<file path="src/rtl/clk_gate_ctrl.sv">
// Clock-gate controller for a downstream AND-type clock gate.
// The FSM (RUN -> DRAIN -> GATED -> WAKE -> RUN) decides when the gated
// domain has been quiet long enough to stop its clock. It also sequences
// the wake-up. The enable leaving the block is re-timed on the falling
// edge, so it only changes while clk is low and the AND gate cannot glitch.
`timescale 1ns/1ps

module clk_gate_ctrl #(
  parameter int IDLE_CNT = 8,  // consecutive idle cycles before gating (1..255)
  parameter int WAKE_CNT = 2   // cycles from enable reassertion to wake_ack (1..15)
) (
  input  logic        clk,
  input  logic        rst,          // asynchronous, active-low
  input  logic        busy_in,
  input  logic        wake_req,
  input  logic        force_on,
  output logic        en,
  output logic        gated,
  output logic        wake_ack,
  output logic [15:0] gated_cycles
);

  typedef enum logic [1:0] {RUN, DRAIN, GATED, WAKE} state_t;

  localparam logic [8:0] IDLE_LIM = 9'(IDLE_CNT);
  localparam logic [4:0] WAKE_LIM = 5'(WAKE_CNT);

  state_t     state;
  logic [7:0] idle_cnt;
  logic [3:0] wake_cnt;
  logic       en_int;

  logic       idle;
  logic [8:0] idle_inc;
  logic [4:0] wake_inc;

  // The counter stays at 0 in RUN, so the same increment serves both RUN and
  // DRAIN. An IDLE_CNT of 1 then gates straight from RUN.
  assign idle     = !busy_in && !wake_req && !force_on;
  assign idle_inc = {1'b0, idle_cnt} + 9'd1;
  assign wake_inc = {1'b0, wake_cnt} + 5'd1;

  // Main FSM with registered enable, gated flag and wake acknowledge
  always_ff @(posedge clk or negedge rst) begin
    if (!rst) begin
      state    <= RUN;
      idle_cnt <= 8'd0;
      wake_cnt <= 4'd0;
      en_int   <= 1'b1;
      gated    <= 1'b0;
      wake_ack <= 1'b0;
    end else begin
      wake_ack <= 1'b0;
      case (state)
        RUN, DRAIN: begin
          // Non-idle input wins over a terminal count, so no gating happens then.
          if (!idle) begin
            state    <= RUN;
            idle_cnt <= 8'd0;
            // A request seen while ack is already high is the one being acked.
            // Only a request still present one cycle later counts as new.
            if (wake_req && !wake_ack)
              wake_ack <= 1'b1;
          end else if (idle_inc >= IDLE_LIM) begin
            state    <= GATED;
            idle_cnt <= 8'd0;
            en_int   <= 1'b0;
            gated    <= 1'b1;
          end else begin
            state    <= DRAIN;
            idle_cnt <= idle_inc[7:0];
          end
        end
        GATED: begin
          if (!idle) begin
            state    <= WAKE;
            en_int   <= 1'b1;
            gated    <= 1'b0;
            wake_cnt <= 4'd0;
          end
        end
        WAKE: begin
          // Inputs are ignored here. The clock is being restored, so no re-gating.
          if (wake_inc >= WAKE_LIM) begin
            state    <= RUN;
            wake_cnt <= 4'd0;
            wake_ack <= 1'b1;
          end else begin
            wake_cnt <= wake_inc[3:0];
          end
        end
        default: begin
          state <= RUN;
        end
      endcase
    end
  end

  // Saturating count of cycles spent gated; only reset clears it
  always_ff @(posedge clk or negedge rst) begin
    if (!rst)
      gated_cycles <= 16'd0;
    else if (state == GATED && gated_cycles != 16'hFFFF)
      gated_cycles <= gated_cycles + 16'd1;
  end

  // Falling-edge re-time of the enable so the AND-gated clock never glitches
  always_ff @(negedge clk or negedge rst) begin
    if (!rst)
      en <= 1'b1;
    else
      en <= en_int;
  end

endmodule

</file>
<file path="config.mk">
export PLATFORM = sky130hd
export DESIGN_NAME = clk_gate_ctrl
export DESIGN_NICKNAME = d
export VERILOG_FILES = /design/src/rtl/clk_gate_ctrl.sv
export SDC_FILE = /design/constraint.sdc
export NUM_CORES = 1
export LEC_CHECK = 0
export ABC_AREA = 1
export CAP_MARGIN = 20
export CORE_MARGIN = 3
export CORE_UTILIZATION = 54
export CTS_CLUSTER_SIZE = 8
export DETAILED_ROUTE_END_ITERATION = 12
export PLACE_DENSITY = 0.78
export SLEW_MARGIN = 20
export SYNTH_ARGS = -nofsm -noshare
export SYNTH_HDL_FRONTEND = slang
export SYNTH_SLANG_ARGS = --single-unit
</file>
<file path="constraint.sdc">
create_clock -name clk -period 1.9 [get_ports clk]
set_input_delay 0.19 -clock clk [delete_from_list [all_inputs] [get_ports clk]]
set_output_delay 0.19 -clock clk [all_outputs]
set_load 0.05 [all_outputs]
</file>
### Word-level counts from Yosys, hierarchy flattened

Cells that the tools add are included.

| storage, ports and cells | value |
|---|---|
| flip-flop bits (word level) | 34 |
| logic and storage cells | 58 |

| cells by class | value |
|---|---|
| add/sub/neg operators | 3 |
| order comparisons | 2 |
| equal/unequal tests | 8 |
| multiplexer cells | 22 |
| reduce and logical (&&, ||, !) cells | 15 |

Operators by type and width:

| cell | count |
|---|---|
| adder 16 x 1 -> 16 bit, second input constant | 1 |
| two-way mux 8 bit | 2 |
| inequality test 16 bit, second input constant | 1 |
| adder 8 x 1 -> 9 bit, second input constant | 1 |
| greater-or-equal comparator 9 x 4 -> 1 bit, second input constant | 1 |
| two-way mux 1 bit | 9 |
| two-way mux 2 bit | 4 |
| two-way mux 4 bit | 2 |
| inequality test 2 bit, second input constant | 4 |
| case mux 4 bit (2 select lines) | 1 |
| case mux 1 bit (2 select lines) | 3 |
| case mux 2 bit (3 select lines) | 1 |
| adder 4 x 1 -> 5 bit, second input constant | 1 |
| greater-or-equal comparator 5 x 2 -> 1 bit, second input constant | 1 |
| == test 2 bit, second input constant | 2 |
| logical AND 1 bit | 4 |
| zero test 1 bit | 4 |
| AND reduction 2 bit | 2 |
| AND reduction 4 bit | 1 |
| nonzero test 2 bit | 2 |
| == test 2 x 1 -> 1 bit, second input constant | 1 |
| zero test 2 bit | 1 |
| OR reduction 2 bit | 1 |

### Depth between registers and ports, before layout

Gate-level depths: netlist of run 1.

| depth | value |
|---|---|
| word-level depth | 5 |
| gate-level depth with buffers | 11 |
| gate-level depth less buffers | 11 |

==> flow_summary_export.csv, run 1 <==
group,metric,value,unit
synthesis,synth_cell_type_count,28,
critical_path,cp.buffers_inverters,1,
drt,drt-total-wl,3.45,mm
clock_tree,insertion_delay,0.38,ns
clock_tree,cts-htree-levels,2,
drt,vias,1469,
synthesis,netlist_instances,223,
floorplanning,pin_count,24,
critical_path,cp_slowest_stage_delay,0.54,ns
layout,nNetsFinal,261,
global_routing,groute.usage.overall,19.4,%
clock_tree,cts_tree,"yes",
place,place_congestion,0.809,
clock_tree,clkTransAtPathRegs,0.11,ns
clock_tree,clock_path_buffers,2,
layout,utilization,69.1,%
pwr,ir_worst_vdd,0.000607,V
critical_path,end_kind,"output port",
synthesis,synth.avg_cell_area,8.26,um^2
drt,drtIter0Drc,70,
synthesis,synth-seq-cells,34,
sta,setup_viol,1,
floorplanning,fp.coreArea,0.00315,mm^2
synthesis,netlist_area,0.00184,mm^2
synthesis,synth_fp_nets,233,
floorplanning,die_area,0.00415,mm^2
drt,drc,0,
global_routing,grt_pass1_vias,1364,
critical_path,worstPathCellList,"buf_12",
status,violations,"negative setup slack",
drt,vias_per_cell,4.96,
layout,drive_gt1_share,11.1,%
critical_path,start_kind,"flop",
layout,n_fill_cell,280,
pwr,leakagePower,0.00106,uW
sta,tightest_slew,0.503,ns
drt,dr.pass1.iters,4,
floorplanning,die_h,64.4,um
critical_path,path_max_fanout,1,
clock_tree,numCtsBuffers,5,
clock_tree,clock_sinks,34,
global_routing,antenna_found_initial,0,
place,numPortBuffers,23,
place,place_area,0.00212,mm^2
sta,worst_hold_slack,0.366,ns
clock_tree,cts_hold_buf,0,
critical_path,worst_ep_arrival_time,2.00,ns
synthesis,yosysSeqAreaShare,46.3,%
global_routing,overflow,0,
critical_path,critPathSlowestCell,"dfstp_2",
job,maxCapViolCount,0,
clock_tree,cts_root_buf,"clkbuf_4",
layout,syn_to_final_growth,18.3,%
clock_tree,post_cts_resized,0,
layout,fin_area,0.00218,mm^2
floorplanning,rows,20,
worst_hold_path,hp-class,"primary input to asynchronous set/reset pin",
pwr,powerDensity,1010,mW/mm^2
status,status,"finished with violations",
synthesis,synth_area_leaders,"dfrtp_1 (43%), nand2_1 (12%), inv_1 (6.7%)",
sta,rsz0062_at_grt,"yes",
sta,slew_violations,0,
pwr,fin_total_pwr,2210,uW
global_routing,grt_pass1_wl,6.10,mm
layout,antenna_cells,0,
place,hpwlAfterDp,2.56,mm
sta,fin_skew,0.0485,ns
floorplanning,die_w,64.4,um
drt,wl_per_cell,11.6,um
synthesis,yosys.area.top_type,"dfrtp_1",
floorplanning,start_util,58.5,%
synthesis,ys.warnings.count,0,
synthesis,synth_top_area_share,43.4,%
critical_path,crit_type,"flop to output port",
sta,fin_ws,-0.293,ns
sta,hold_viol_final,0,
critical_path,required,1.71,ns
critical_path,crit_family,"flip-flops",
sta,slew_headroom,66.4,%
global_routing,grt_max_degree,34,
drt,drtAntennaViolNets,0,
-- synthesized netlist by cell type (all sizes together) --
library cell and number:
ha 5, a21oi 1, inv 33, nand3b 2, xor2 11, dfrtp 32, nor2 20, nand4 5
nor4 2, nand3 18, a211oi 1, o21ai 15, a21boi 1, xnor2 3, dfstp 2, buf 4
nand2 63, nor3 5
-- worst paths after layout --
path / startpoint / to / slack, ns / cells past startpoint
max reg2reg: gated_cycles[0] / gated_cycles[6] / 0.22 / 8
min reg2reg: en_int / en_int / 0.47 / 2
max in group asynchronous: rst / en / 0.72 / 1
max: en / en / -0.29 / 1
min: rst / gated_cycles[3] / 0.37 / 2
min in group clk: en_int / en_int / 0.47 / 2
-- flip-flops by register name, summed over array words and instances, names as in the netlist --
register      cells
en                1
state             2
gated_cycles     16
wake_ack          1
gated             1
idle_cnt          8
en_int            1
wake_cnt          4
-- layout make-up --
class	count	area, um^2	area share [%]
sequential	34	855	39.2
timing repair buffer	25	255	11.7
tap	44	55.1	2.53
multi-input combinational	152	831	38.1
inverter	32	120	5.51
clock buffer	7	55.1	2.53
clock inverter	2	8.76	0.402
-- cells in the final DEF (no fill, tap or decap), drive strengths merged --
cell           count
nand2             63
a21boi             1
dfrtp             32
clkbuf             7
ha                 5
dfstp              2
xnor2              3
inv               33
nor3               5
a21oi              1
clkinv             1
a211oi             1
nand3             18
o21ai             15
nand3b             2
clkdlybuf4s50     22
nor4               2
nor2              20
nand4              5
xor2              11
buf                3
-- worst reg2reg max path, cell delays in order, from the launching register on --
cell     delay (ns)
dfrtp_2        0.41
ha_1           0.20
nand3_2        0.14
nor2_4         0.15
nand4_2        0.12
nand2_2        0.13
nand2_4        0.16
nand2_1        0.14
xor2_1         0.16
-- what timing repair did --
item                       CTS  global route
pin swaps                    0             0
hold endpoints to repair     0             0
setup endpoints to repair    1             1
setup buffers                0             0
-- stage by stage --
| step | instances | setup WS, ns | setup TNS (ns) |
|---|---|---|---|
| floorplan | 223 | 0.0197 | 0 |
| global placement | 288 | 0.108 | 0 |
| detailed placement | 288 | 0.103 | 0 |
| CTS | 296 | -0.314 | -0.314 |
| global route | 296 | -0.342 | -0.342 |
| finish | 296 | -0.293 | -0.293 |
-- logic make-up (layout without fill, tap and decap cells) --
logic type	Yosys count	count (layout)	synth area share, %
AOI/OAI and AO/OA	18	18	5.77
xor gates and xnor gates	14	14	6.65
buffers and inverters	37	66	8.62
and+or+nand+nor	115	115	29.3
DFF	34	34	46.3
adders and majority gates	5	5	3.39
-- layer usage --
layer,part of all wire (%),routed length [um],GRT usage [%]
met5,0,0,0
met4,1.8,63,9.50
met3,3.9,136,4.68
met2,44,1500,28.1
met1,51,1750,27.2
-- power breakdown --
part	internal, uW	switching, uW
combinational	263	579
sequential	840	102
clock	182	241
(Power assumes the default switching activity.)
==> run 2: changes to the inputs <==
--- a/config.mk
+++ b/config.mk
@@ -12,6 +12,7 @@
 export CTS_CLUSTER_SIZE = 8
 export DETAILED_ROUTE_END_ITERATION = 12
 export PLACE_DENSITY = 0.78
+export SKIP_CTS_REPAIR_TIMING = 1
 export SLEW_MARGIN = 20
 export SYNTH_ARGS = -nofsm -noshare
 export SYNTH_HDL_FRONTEND = slang
==> results of run 2 <==
Same layout as run 1: the final DEF is identical, and so are final timing and power.
